===== src/rtl/fetch_pkg.sv =====
// Shared types and constants for the instruction fetch controller.
package fetch_pkg;

  localparam int unsigned INSTR_W = 32;
  localparam logic [31:0] PC_INC  = 32'd4;

  typedef enum logic [1:0] {
    IDLE     = 2'd0,
    REQ      = 2'd1,
    WAIT_RSP = 2'd2,
    HOLD     = 2'd3
  } fetch_state_e;

endpackage


===== src/rtl/fetch_ctrl.sv =====
// Single-outstanding instruction fetch controller: issues one imem request,
// waits for its response, holds the instruction until decode accepts it.
module fetch_ctrl
  import fetch_pkg::*;
#(
  parameter logic [31:0] RESET_PC = 32'h0000_0000
) (
  input  logic               clk_i,
  input  logic               rst_ni,
  input  logic               br_sel_i,
  input  logic [31:0]        br_tgt_i,
  input  logic               stall_i,
  output logic               imem_req_o,
  output logic [31:0]        imem_addr_o,
  input  logic               imem_gnt_i,
  input  logic               imem_rvalid_i,
  input  logic [INSTR_W-1:0] imem_rdata_i,
  output logic               instr_valid_o,
  output logic [INSTR_W-1:0] instr_o,
  output logic [31:0]        instr_pc_o,
  input  logic               instr_ready_i,
  output logic [31:0]        pc_o,
  output logic [31:0]        retire_cnt_o
);

  // Handshakes: a request transfers on an edge where imem_req_o && imem_gnt_i;
  // an instruction transfers on an edge where instr_valid_o && instr_ready_i
  // && !stall_i. Responses count only in WAIT_RSP.

  fetch_state_e       state_q;
  logic               kill_q;
  logic [31:0]        pc_q, pc_d;
  logic [INSTR_W-1:0] instr_q;
  logic [31:0]        instr_pc_q;
  logic               valid_q;
  logic [31:0]        retire_q;

  logic        redirect;
  logic        gnt_acc;
  logic        accept;
  logic [31:0] br_pc;

  assign imem_req_o = (state_q == REQ) && !stall_i;
  assign gnt_acc    = imem_req_o && imem_gnt_i;
  assign accept     = (state_q == HOLD) && instr_ready_i && !stall_i;
  assign redirect   = br_sel_i && (state_q != IDLE);
  assign br_pc      = {br_tgt_i[31:2], 2'b00};

  // A redirect wins over the +4 step even when the request is granted.
  always_comb begin
    pc_d = pc_q;
    if (redirect) begin
      pc_d = br_pc;
    end else if (gnt_acc) begin
      pc_d = pc_q + PC_INC;
    end
  end

  always_ff @(posedge clk_i or negedge rst_ni) begin
    if (!rst_ni) begin
      state_q    <= IDLE;
      kill_q     <= 1'b0;
      pc_q       <= RESET_PC;
      instr_q    <= '0;
      instr_pc_q <= '0;
      valid_q    <= 1'b0;
      retire_q   <= '0;
    end else begin
      pc_q <= pc_d;
      case (state_q)
        IDLE: state_q <= REQ;
        REQ: begin
          if (gnt_acc) begin
            instr_pc_q <= pc_q;
            kill_q     <= redirect;
            state_q    <= WAIT_RSP;
          end
        end
        WAIT_RSP: begin
          if (imem_rvalid_i) begin
            kill_q <= 1'b0;
            if (redirect || kill_q) begin
              state_q <= REQ;
            end else begin
              instr_q <= imem_rdata_i;
              valid_q <= 1'b1;
              state_q <= HOLD;
            end
          end else if (redirect) begin
            kill_q <= 1'b1;
          end
        end
        HOLD: begin
          // The held instruction still retires if decode takes it alongside its own branch.
          if (accept) begin
            retire_q <= retire_q + 32'd1;
          end
          if (accept || redirect) begin
            valid_q <= 1'b0;
            state_q <= REQ;
          end
        end
        default: state_q <= IDLE;
      endcase
    end
  end

  assign imem_addr_o   = pc_q;
  assign pc_o          = pc_q;
  assign instr_valid_o = valid_q;
  assign instr_o       = instr_q;
  assign instr_pc_o    = instr_pc_q;
  assign retire_cnt_o  = retire_q;

endmodule


===== config.mk =====
export PLATFORM = sky130hd
export DESIGN_NAME = fetch_ctrl
export DESIGN_NICKNAME = d
export VERILOG_FILES = /design/src/rtl/fetch_pkg.sv /design/src/rtl/fetch_ctrl.sv
export SDC_FILE = /design/constraint.sdc
export NUM_CORES = 1
export LEC_CHECK = 0
export ABC_AREA = 1
export CORE_MARGIN = 2
export CORE_UTILIZATION = 40
export DETAILED_ROUTE_END_ITERATION = 6
export PLACE_DENSITY = 0.78
export SYNTH_ARGS = -nofsm -noshare
export SYNTH_HDL_FRONTEND = slang
export SYNTH_SLANG_ARGS = --single-unit

===== constraint.sdc =====
create_clock -name clk_i -period 3.6 [get_ports clk_i]
set_clock_uncertainty 0.05 [all_clocks]
set_input_delay 0.9 -clock clk_i [delete_from_list [all_inputs] [get_ports clk_i]]
set_output_delay 0.9 -clock clk_i [all_outputs]
set_load 0.05 [all_outputs]

==> summary.md, run 1 <==
| Metric | Value |
|---|---|
| Status | `finished, final reports clean` |
| Via/cell ratio | `4.824` |
| Ys Warns | `0` |
| Worst path slowest cell | `clkdlybuf4s50_1` |
| Port Buf Inserts | `224` |
| EDFF count, synth | `0` |
| CP max FO | `3` |
| Final hold vios | `0` |
| Pins over their slew limit | `0` |
| CTS Buffer Depth | `2` |
| Synth top cells by count | `nand2_1 (269), dfrtp_1 (128), nor2_1 (93)` |
| CP cell instances | `clkdlybuf4s50_1 > nor2_1 > buf_4` |
| Die footprint | `18370 sq um` |
| Final nets | `1146` |
| Post-synthesis sequential area ratio | `0.4629` |
| Maximum clock frequency | `359.2 MHz` |
| Asr flop ratio synth | `1.000` |
| Vias in the first global route | `5955` |
| Root Buffer | `clkbuf_16` |
| Detail Route Antenna Nets | `0` |
| Initial antenna violation count | `0` |
| Reg2reg path depth | `7` |
| IO Pins | `233` |
| Max-cap violation count | `0` |
| Mux contribution to synthesized area | `0.05208` |
| Synth Area in XOR/XNOR | `0.02658` |
| Worst Setup End Kind | `output port` |
| Total negative slack | `0 ns` |
| Cells after synthesis | `869` |
| Post-Place Cells | `1275` |
| Post-synthesis adder-cell area fraction | `0.01085` |
| Routability-driven placement congestion ratio | `0.9174` |
| Yosys reg bits | `128` |
| Post-CTS Resized | `0` |
| First-pass detailed-route iteration total | `5` |
| Final WL | `18720 microns` |
| WL/cell | `14.36 microns` |
| Post-Synth Simple-Gate Area | `0.2877` |
| Core Util, Final | `0.5683` |
| Area leader, netlist | `dfrtp_1` |
| DR vias | `6291` |
| Clk slew on worst S/H paths | `0.05 ns` |
| Residual DRC | `0` |
| Core Footprint | `17120 sq um` |
| Main combinational cell family by area after synthesis | `simple AND/OR/NAND/NOR gates` |
| Tot GR Track Use | `0.2050` |
| N_diodes | `0` |
| Avg Cell Area, Syn | `7.962 sq um` |
| Global route overflow | `0` |
| Synth Area in Compound Gates | `0.05696` |
| Leak | `4.324 nW` |
| Post-CTS Setup Bufs | `0` |
| Worst-Margin Slew | `0.7451 ns` |
| Largest net degree at the start of global routing | `56` |
| Placed inst area | `9156 sq um` |
| Fin area | `9728 sq um` |
| Area Overhead vs Synth | `40.60%` |
| Share of cells above drive strength 1 | `0.08526` |
| Hold_buf cts | `0` |
| Clock sink count | `128` |
| Post-DP HPWL | `14110 microns` |
| Yosys top cell area share | `0.4629` |
| Final min period | `2.784 ns` |
| Filler cells | `1539` |
| Hold crit path type | `flop to flop` |
| Post-synth cell types | `35` |
| Chip width | `135.5 microns` |
| 1st-iter DRT viols | `354` |
| Finished Layout Cells | `1304` |
| CP arrival | `1.83 ns` |
| Initial Utilization | `0.4042` |
| CP Launch Type | `primary input` |
| CTS tree | `yes` |
| Worst EP required | `2.65 ns` |
| Worst IR Drop VDD | `0.0007117 V` |
| First-pass GRT wire length | `29390 microns` |
| Most used DFF post-synth | `dfrtp_1` |
| Count leader, synth | `nand2_1` |
| Worst slew margin | `0.5033` |
| Worst skew pair latency | `0.42 ns` |
| Final worst path period share | `0.7734` |
| Hold Crit Depth | `2` |
| # setup viols final | `0` |
| CP max stage delay | `0.65 ns` |
| H-tree lvl count | `4` |
| DIE HEIGHT | `135.5 microns` |
| Total CTS buffers | `17` |
| Num rows | `48` |
| Pwr/cell area | `980.8 nW/um^2` |
| Worst-case register-to-register setup slack | `1.41 ns` |
| CP Class | `primary input to output port` |
| Top post-synthesis cells by area | `dfrtp_1 (46%), nand2_1 (15%), nor2_1 (5.0%)` |
| RSZ-0062 raised after global routing | `false` |
| Post-synth design cell area | `6919 sq um` |
area by class of cell:
cell class              count  area, sq um  share of cell area
multi-input cells         603         3032              0.3116
well taps                 225        281.5             0.02894
clock buffers              24        491.7             0.05055
clock inverters             5        80.08            0.008232
flip-flops and latches    128         3203              0.3293
inverters                  86        322.8             0.03318
repair buffers            233         2317              0.2382
registers in the layout (all words and copies together), names as in the netlist:
register	cells
instr_o	32
retire_cnt_o	32
imem_addr_o	30
instr_pc_o	30
state_q	2
instr_valid_o	1
kill_q	1
cells in the final DEF (no fill, tap or decap), types with 6 or more instances in the layout:
cell and instances:
nor2_2 7, clkbuf_16 17, nand3b_1 8, clkdlybuf4s50_1 222, mux2_2 31, dfrtp_1 128
o21ai_0 52, nor2_1 93, o211ai_1 8, a21oi_1 8, inv_1 83, xnor2_1 9
nand4_1 9, ha_1 6, nand2_1 269, conb_1 6, xor2_1 12, buf_4 10
nand3_1 57, nor2_4 6
path summary, 6_finish.rpt:
kind	startpoint	end
max	stall_i	imem_req_o
min	instr_pc_o[12]	instr_pc_o[12]
max reg2reg	state_q[1]	imem_addr_o[8]
min reg2reg	instr_pc_o[12]	instr_pc_o[12]
max in group asynchronous	rst_ni	imem_addr_o[27]
min in group asynchronous	rst_ni	retire_cnt_o[18]
worst max-delay path: cells and delay by family:
kind | cells | cell delay, ns
buffers and inverters | 2 | 0.85
AND/OR/NAND/NOR | 1 | 0.09
metal layers:
layer	up-vias	routed length, microns	global-route usage	share of wire
met2	246	9241	0.3579	0.49
met3	25	1195	0.04602	0.064
met5	-	0	0	0
met4	0	359	0.07755	0.019
li1	3109	-	-	-
met1	2911	7925	0.2475	0.42
report_power, final:
part / switching [mW] / leakage, nW / internal (mW)
clock: 0.601 / 0.274 / 1.08
sequential: 0.558 / 1.62 / 1.99
combinational: 3.61 / 2.43 / 1.70
total: 4.77 / 4.32 / 4.77
through the flow:
| stage | power (mW) | hold slack, ns | worst slack (ns) |
|---|---|---|---|
| after floorplan | 6.234 | 0.3926 | 1.096 |
| after global routing | 10.00 | 0.4608 | 0.7835 |
| final | 9.542 | 0.4298 | 0.8157 |
| after CTS | 9.612 | 0.4359 | 0.8100 |
| after global placement | 7.839 | 0.4112 | 0.5728 |
| after detailed placement | 7.900 | 0.4155 | 0.5454 |
logic make-up (layout without fill, tap and decap cells):
family	after synthesis	in the layout
AO/OA/AOI/OAI	73	73
other	1	6
flip-flops	128	128
multiplexers	32	32
adder cells (fa/ha/maj)	6	6
buffers and inverters	143	348
XOR/XNOR	21	21
AND/OR/NAND/NOR	465	465
(Power assumes the default switching activity.)
==> run 2, diff against run 1 <==
clock period = 2.8 ns   (was 3.6 ns; I/O delays follow)
==> summary.md, run 2 (synthesized netlist as in run 1, its figures left out) <==
| Metric | Value |
|---|---|
| Most frequent cells in the layout | `nand2_1 (269), clkdlybuf4s50_1 (222), dfrtp_1 (128)` |
| Post-CTS Setup Bufs | `0 (unchanged)` |
| Worst setup startpoint | `imem_addr_o[27]` |
| Chip width | `135.5 microns (unchanged)` |
| Total CTS buffers | `17 (unchanged)` |
| CTS tree | `yes` |
| Leak | `4.375 nW (+1.2%)` |
| Area Overhead vs Synth | `42.19%` |
| Routability-driven placement congestion ratio | `0.9723 (+6.0%)` |
| Pins over their slew limit | `0 (unchanged)` |
| CP max stage delay | `0.89 ns (+0.24 ns)` |
| CP max FO | `7 (+4)` |
| Global route overflow | `0 (unchanged)` |
| Worst EP required | `2.05 ns (-0.60 ns)` |
| Most common cell after layout, fill and taps aside | `nand2_1` |
| Worst-Margin Slew | `0.8618 ns (+0.1167 ns)` |
| Vias in the first global route | `6144 (+3.2%)` |
| Total negative slack | `0 ns (unchanged)` |
| Hold crit path type | `primary input to async pin` |
| Buffers and inverters on the worst path | `1 (-1)` |
| Via/cell ratio | `4.875 (+1.1%)` |
| CP cell instances | `clkdlybuf4s50_1` |
| Clk slew on worst S/H paths | `0.06 ns (about the same)` |
| Worst setup path end | `pc_o[27]` |
| Max-cap violation count | `0 (unchanged)` |
| Final WL | `19140 microns (+2.2%)` |
| Post-CTS Resized | `0 (unchanged)` |
| Post-Place Cells | `1277 (+0.16%)` |
| Share of cells above drive strength 1 | `0.09049 (+0.005225)` |
| 1st-iter DRT viols | `394 (+11%)` |
| CP Launch Type | `flop` |
| H-tree lvl count | `4 (unchanged)` |
| N_diodes | `0 (unchanged)` |
| Worst Setup End Kind | `output port` |
| Worst slew margin | `0.4233 (-0.07993)` |
| Status | `finished, final reports clean` |
| Total stage count of the critical path | `1 (-2)` |
| CTS Buffer Depth | `2 (unchanged)` |
| Worst skew pair latency | `0.41 ns (about the same)` |
| First-pass GRT wire length | `30370 microns (+3.3%)` |
| Die footprint | `18370 sq um (unchanged)` |
| Post-DP HPWL | `14420 microns (+2.2%)` |
| Detail Route Antenna Nets | `0 (unchanged)` |
| Reg2reg path depth | `6 (-1)` |
| CP Class | `flop to output port` |
| Final nets | `1148 (+0.17%)` |
| Initial Utilization | `0.4042 (unchanged)` |
| CP delay by family, top | `buffers and inverters` |
| Worst IR Drop VDD | `0.0009619 V (+35%)` |
| DR vias | `6377 (+1.4%)` |
| Core Footprint | `17120 sq um (unchanged)` |
| Residual DRC | `0 (unchanged)` |
| Maximum clock frequency | `390.8 MHz` |
| Core Util, Final | `0.5748 (+0.006433)` |
| Worst-case register-to-register setup slack | `0.81 ns (-0.60 ns)` |
| RSZ-0062 raised after global routing | `false` |
| # setup viols final | `0 (unchanged)` |
| IO Pins | `233 (unchanged)` |
| Final worst path period share | `0.9140` |
| Hold_buf cts | `0 (unchanged)` |
| Pwr/cell area | `1274 nW/um^2 (+30%)` |
| Final hold vios | `0 (unchanged)` |
| R2r startpoint | `state_q[1]` |
| Finished Layout Cells | `1308 (+0.31%)` |
| Tot GR Track Use | `0.2102 (+0.005171)` |
| First-pass detailed-route iteration total | `5 (unchanged)` |
| Num rows | `48 (unchanged)` |
| CP arrival | `1.81 ns (-0.02 ns)` |
| WL/cell | `14.63 microns (+1.9%)` |
| Worst path slowest cell | `clkdlybuf4s50_1` |
| Port Buf Inserts | `224 (unchanged)` |
| Largest net degree at the start of global routing | `56 (unchanged)` |
| DIE HEIGHT | `135.5 microns (unchanged)` |
| Final min period | `2.559 ns` |
| Root Buffer | `clkbuf_16` |
| Initial antenna violation count | `1 (+1)` |
| Clock sink count | `128 (unchanged)` |
| R2R Path End | `imem_addr_o[19]` |
[run 2: cell types whose count changed in the layout (fill, tap and decap cells not counted)]
cell       change
clkbuf_1       -2
clkinv_2       +2
bufinv_16      +2
clkinv_4       +1
buf_4          -1
clkbuf_8       -1
buf_12         +3
[run 2: per-stage QoR]
stage / total power [mW] / area, sq um / setup slack, ns / hold slack (ns)
2_1_floorplan: 8.015 / 6938 / 0.6902 / 0.3544
3_3_place_gp: 10.11 / 9209 / 0.1990 / 0.4113
3_5_place_dp: 10.21 / 9209 / 0.1732 / 0.4153
4_1_cts: 12.62 / 9838 / 0.2299 / 0.2270
5_1_grt: 13.13 / 9838 / 0.2001 / 0.2486
6_report: 12.54 / 9838 / 0.2409 / 0.2126
[run 2: routing by layer]
layer	up-vias	global-route usage	share of wire
li1	3134	-	-
met1	2942	0.2478	0.41
met2	258	0.3663	0.49
met3	41	0.05312	0.070
met4	2	0.08565	0.025
met5	-	0	0.00068
[run 2: worst min path at each step]
stage,startpoint,end,slack [ns],cells past startpoint
after global placement,kill_q,kill_q,0.41,2
after floorplan,rst_ni,imem_addr_o[10],0.35,0
after global routing,rst_ni,retire_cnt_o[6],0.25,1
after detailed placement,instr_pc_o[13],instr_pc_o[13],0.42,2
final,rst_ni,retire_cnt_o[6],0.21,1
after CTS,rst_ni,retire_cnt_o[6],0.23,1
[run 2: area by class of cell]
type                            instances  area [sq um]
Multi-Input combinational cell        603          3032
Tap cell                              225         281.5
Clock inverter                         10         158.9
Timing Repair Buffer                  235          2370
Inverter                               86         322.8
Clock buffer                           21         470.5
Sequential cell                       128          3203
Fill cell                            1549          7278
[run 2: power breakdown]
part	switching (mW)	total, mW	internal [mW]	leakage, nW
Clock	0.819	2.37	1.55	0.305
Sequential	0.725	3.28	2.55	1.62
Combinational	4.67	6.89	2.22	2.45
Total	6.22	12.5	6.32	4.37
==> run 3, diff against run 2 <==
HOLD_SLACK_MARGIN = 0.02   (was not set)
==> results of run 3 <==
No change in the layout: final DEF, timing and power equal those of run 2.
==> patch (flow settings as in run 2) <==
The package constant `INSTR_W` goes from 32 to 48.
--- a/src/rtl/fetch_pkg.sv
+++ b/src/rtl/fetch_pkg.sv
@@ -3,3 +3,3 @@
 
-  localparam int unsigned INSTR_W = 32;
+  localparam int unsigned INSTR_W = 48;
   localparam logic [31:0] PC_INC  = 32'd4;
Interface: changed (resized imem_rdata_i and instr_o); port bits go from 233 to 265. No check against the original RTL was run, so the function may have changed too.
==> patch against run 2 <==
  * Setup slack worse by 0.034 ns
  * Clock power fell by 2%
  * Wire length increased by 11%
  * Sequential cell count up 16
  * Count of clock-buffer cells in the layout fell by 1
  * Design area up 9.1%
  * First-iteration DRC count grew 4.6%
  * Power rose by 10%
  * Synthesized area grew 8.5%
  * Non-clock buffer count grew 34
  * Global-route usage up 0.70 points
  * Critical endpoint is now imem_addr_o[19]
==> patch: results <==
group,metric,value,unit
yosys,synthAdderAreaFrac,1.00,%
layout,largest_reg_flops,48,
worst_setup_path,reg2reg_slack,0.79,ns
placement,hpwl,16.0,mm
grt,grt_start_max_net_pins,57,
cts,cts_resized,0,
worst_setup_path,r2r_cells,10,
placement,numPlacedInstances,1345,
detailed_routing,vias,6841,
placement,portBuffers,256,
worst_setup_path,reg2reg_to,"imem_addr_o[28]",
grt,antenna_found_initial,1,
placement,place_congestion,0.865,
detailed_routing,wire_per_inst,15.5,µm
yosys,synthMuxAreaShare,8.20,%
pwr,ir_drop,0.000673,V
yosys,ys.warnings.count,0,
yosys,synth_ff_type,"dfrtp_1",
layout,drive_above_1_share,9.72,%
placement,dp_slack,0.328,ns
sta,hold_ws,0.194,ns
placement,dpl-instance-area,10100,µm²
cts,clk_latency,0.42,ns
worst_setup_path,rr_startpoint,"imem_addr_o[3]",
yosys,synth_xor_area_share,2.45,%
worst_setup_path,cp_slowest_cell,"clkdlybuf4s50_1",
layout,fin_cells,1376,
grt,grt_pass1_wl,34.0,mm
cts,postCtsSetupBuffers,0,
cts,htree_levels,4,
detailed_routing,dr.pass1.iters,5,
hold_path,hp-class,"input pin to asynchronous set/reset pin",
yosys,synth_compound_area_share,5.34,%
worst_setup_path,path_max_fanout,9,
yosys,synth_common_cells,"nand2_1 (280), dfrtp_1 (144), nor2_1 (93)",
outcome,status,"finished, final reports clean",
layout,nNetsFinal,1223,
detailed_routing,drtIter0Drc,412,
cts,cts_buffers,17,
sta,relSlewSlack,59.6,%
yosys,synth_area_leaders,"dfrtp_1 (48%), nand2_1 (14%), nor2_1 (4.7%), mux2_2 (4.2%), nand3_1 (4.1%)",
yosys,synthArstFlopShare,100,%
worst_setup_path,critical-path-max-stage-delay,0.89,ns
grt,grt.total_usage,21.7,%
layout,num_antenna_cells,0,
pwr,p_leak,4.73,nW
cts,cts_buffer_depth,2,
yosys,postSynthCellCount,894,
yosys,ys_seq_area_share,48.0,%
worst_setup_path,critPathTopFamily,"buffers and inverters",
cts,path_clk_slew,0.06,ns
cts,cts-root-buf,"clkbuf_16",
yosys,synth_cell_types,35,
==> patch: changes by cell type after synthesis, moves of 3 or more <==
| cell | delta |
|---|---|
| buf_4 | -5 |
| mux2_4 | +20 |
| nand3_1 | +3 |
| o21bai_1 | +3 |
| inv_1 | -12 |
| nand2_1 | +11 |
| nor2_4 | -3 |
| mux2_2 | -3 |
| o211ai_1 | -3 |
| dfrtp_1 | +16 |
==> patch: worst max path at each step <==
| stage | depth (start not counted) | start | slack [ns] | to |
|---|---|---|---|---|
| 6_report | 1 | imem_addr_o[19] | 0.21 | imem_addr_o[19] |
| 3_5_place_dp | 9 | stall_i | 0.33 | retire_cnt_o[23] |
| 3_3_place_gp | 9 | stall_i | 0.37 | retire_cnt_o[25] |
| 4_1_cts | 1 | imem_addr_o[19] | 0.20 | imem_addr_o[19] |
| 5_1_grt | 1 | imem_addr_o[19] | 0.17 | imem_addr_o[19] |
| 2_1_floorplan | 4 | state_q[1] | 0.68 | imem_req_o |
==> patch: metal layers <==
metal / GRT usage [%] / wire length [µm]
met5: 0 / 13
met4: 7.11 / 350
met3: 6.32 / 1830
met2: 37.5 / 10500
met1: 26.2 / 8640
==> patch: logic make-up after synthesis <==
kind of cell	after synthesis
DFF	144
other	1
and+or+nand+nor	471
buffers and inverters	130
adders and majority gates	6
AOI/OAI and AO/OA	73
xor gates and xnor gates	21
muxes	48
==> patch: area by class of cell <==
type | count | area [µm²]
inverters | 73 | 274
well taps | 234 | 293
clock buffers | 20 | 457
clock inverters | 11 | 138
fillers | 1656 | 7850
flip-flops and latches | 144 | 3600
repair buffers | 269 | 2700
multi-input cells | 625 | 3270
==> patch: where the power goes <==
| part | switching (mW) | internal (mW) | leakage, nW |
|---|---|---|---|
| clock network | 0.885 | 1.44 | 0.300 |
| logic | 5.19 | 2.58 | 2.61 |
| registers | 0.810 | 2.89 | 1.82 |
| total | 6.88 | 6.91 | 4.73 |
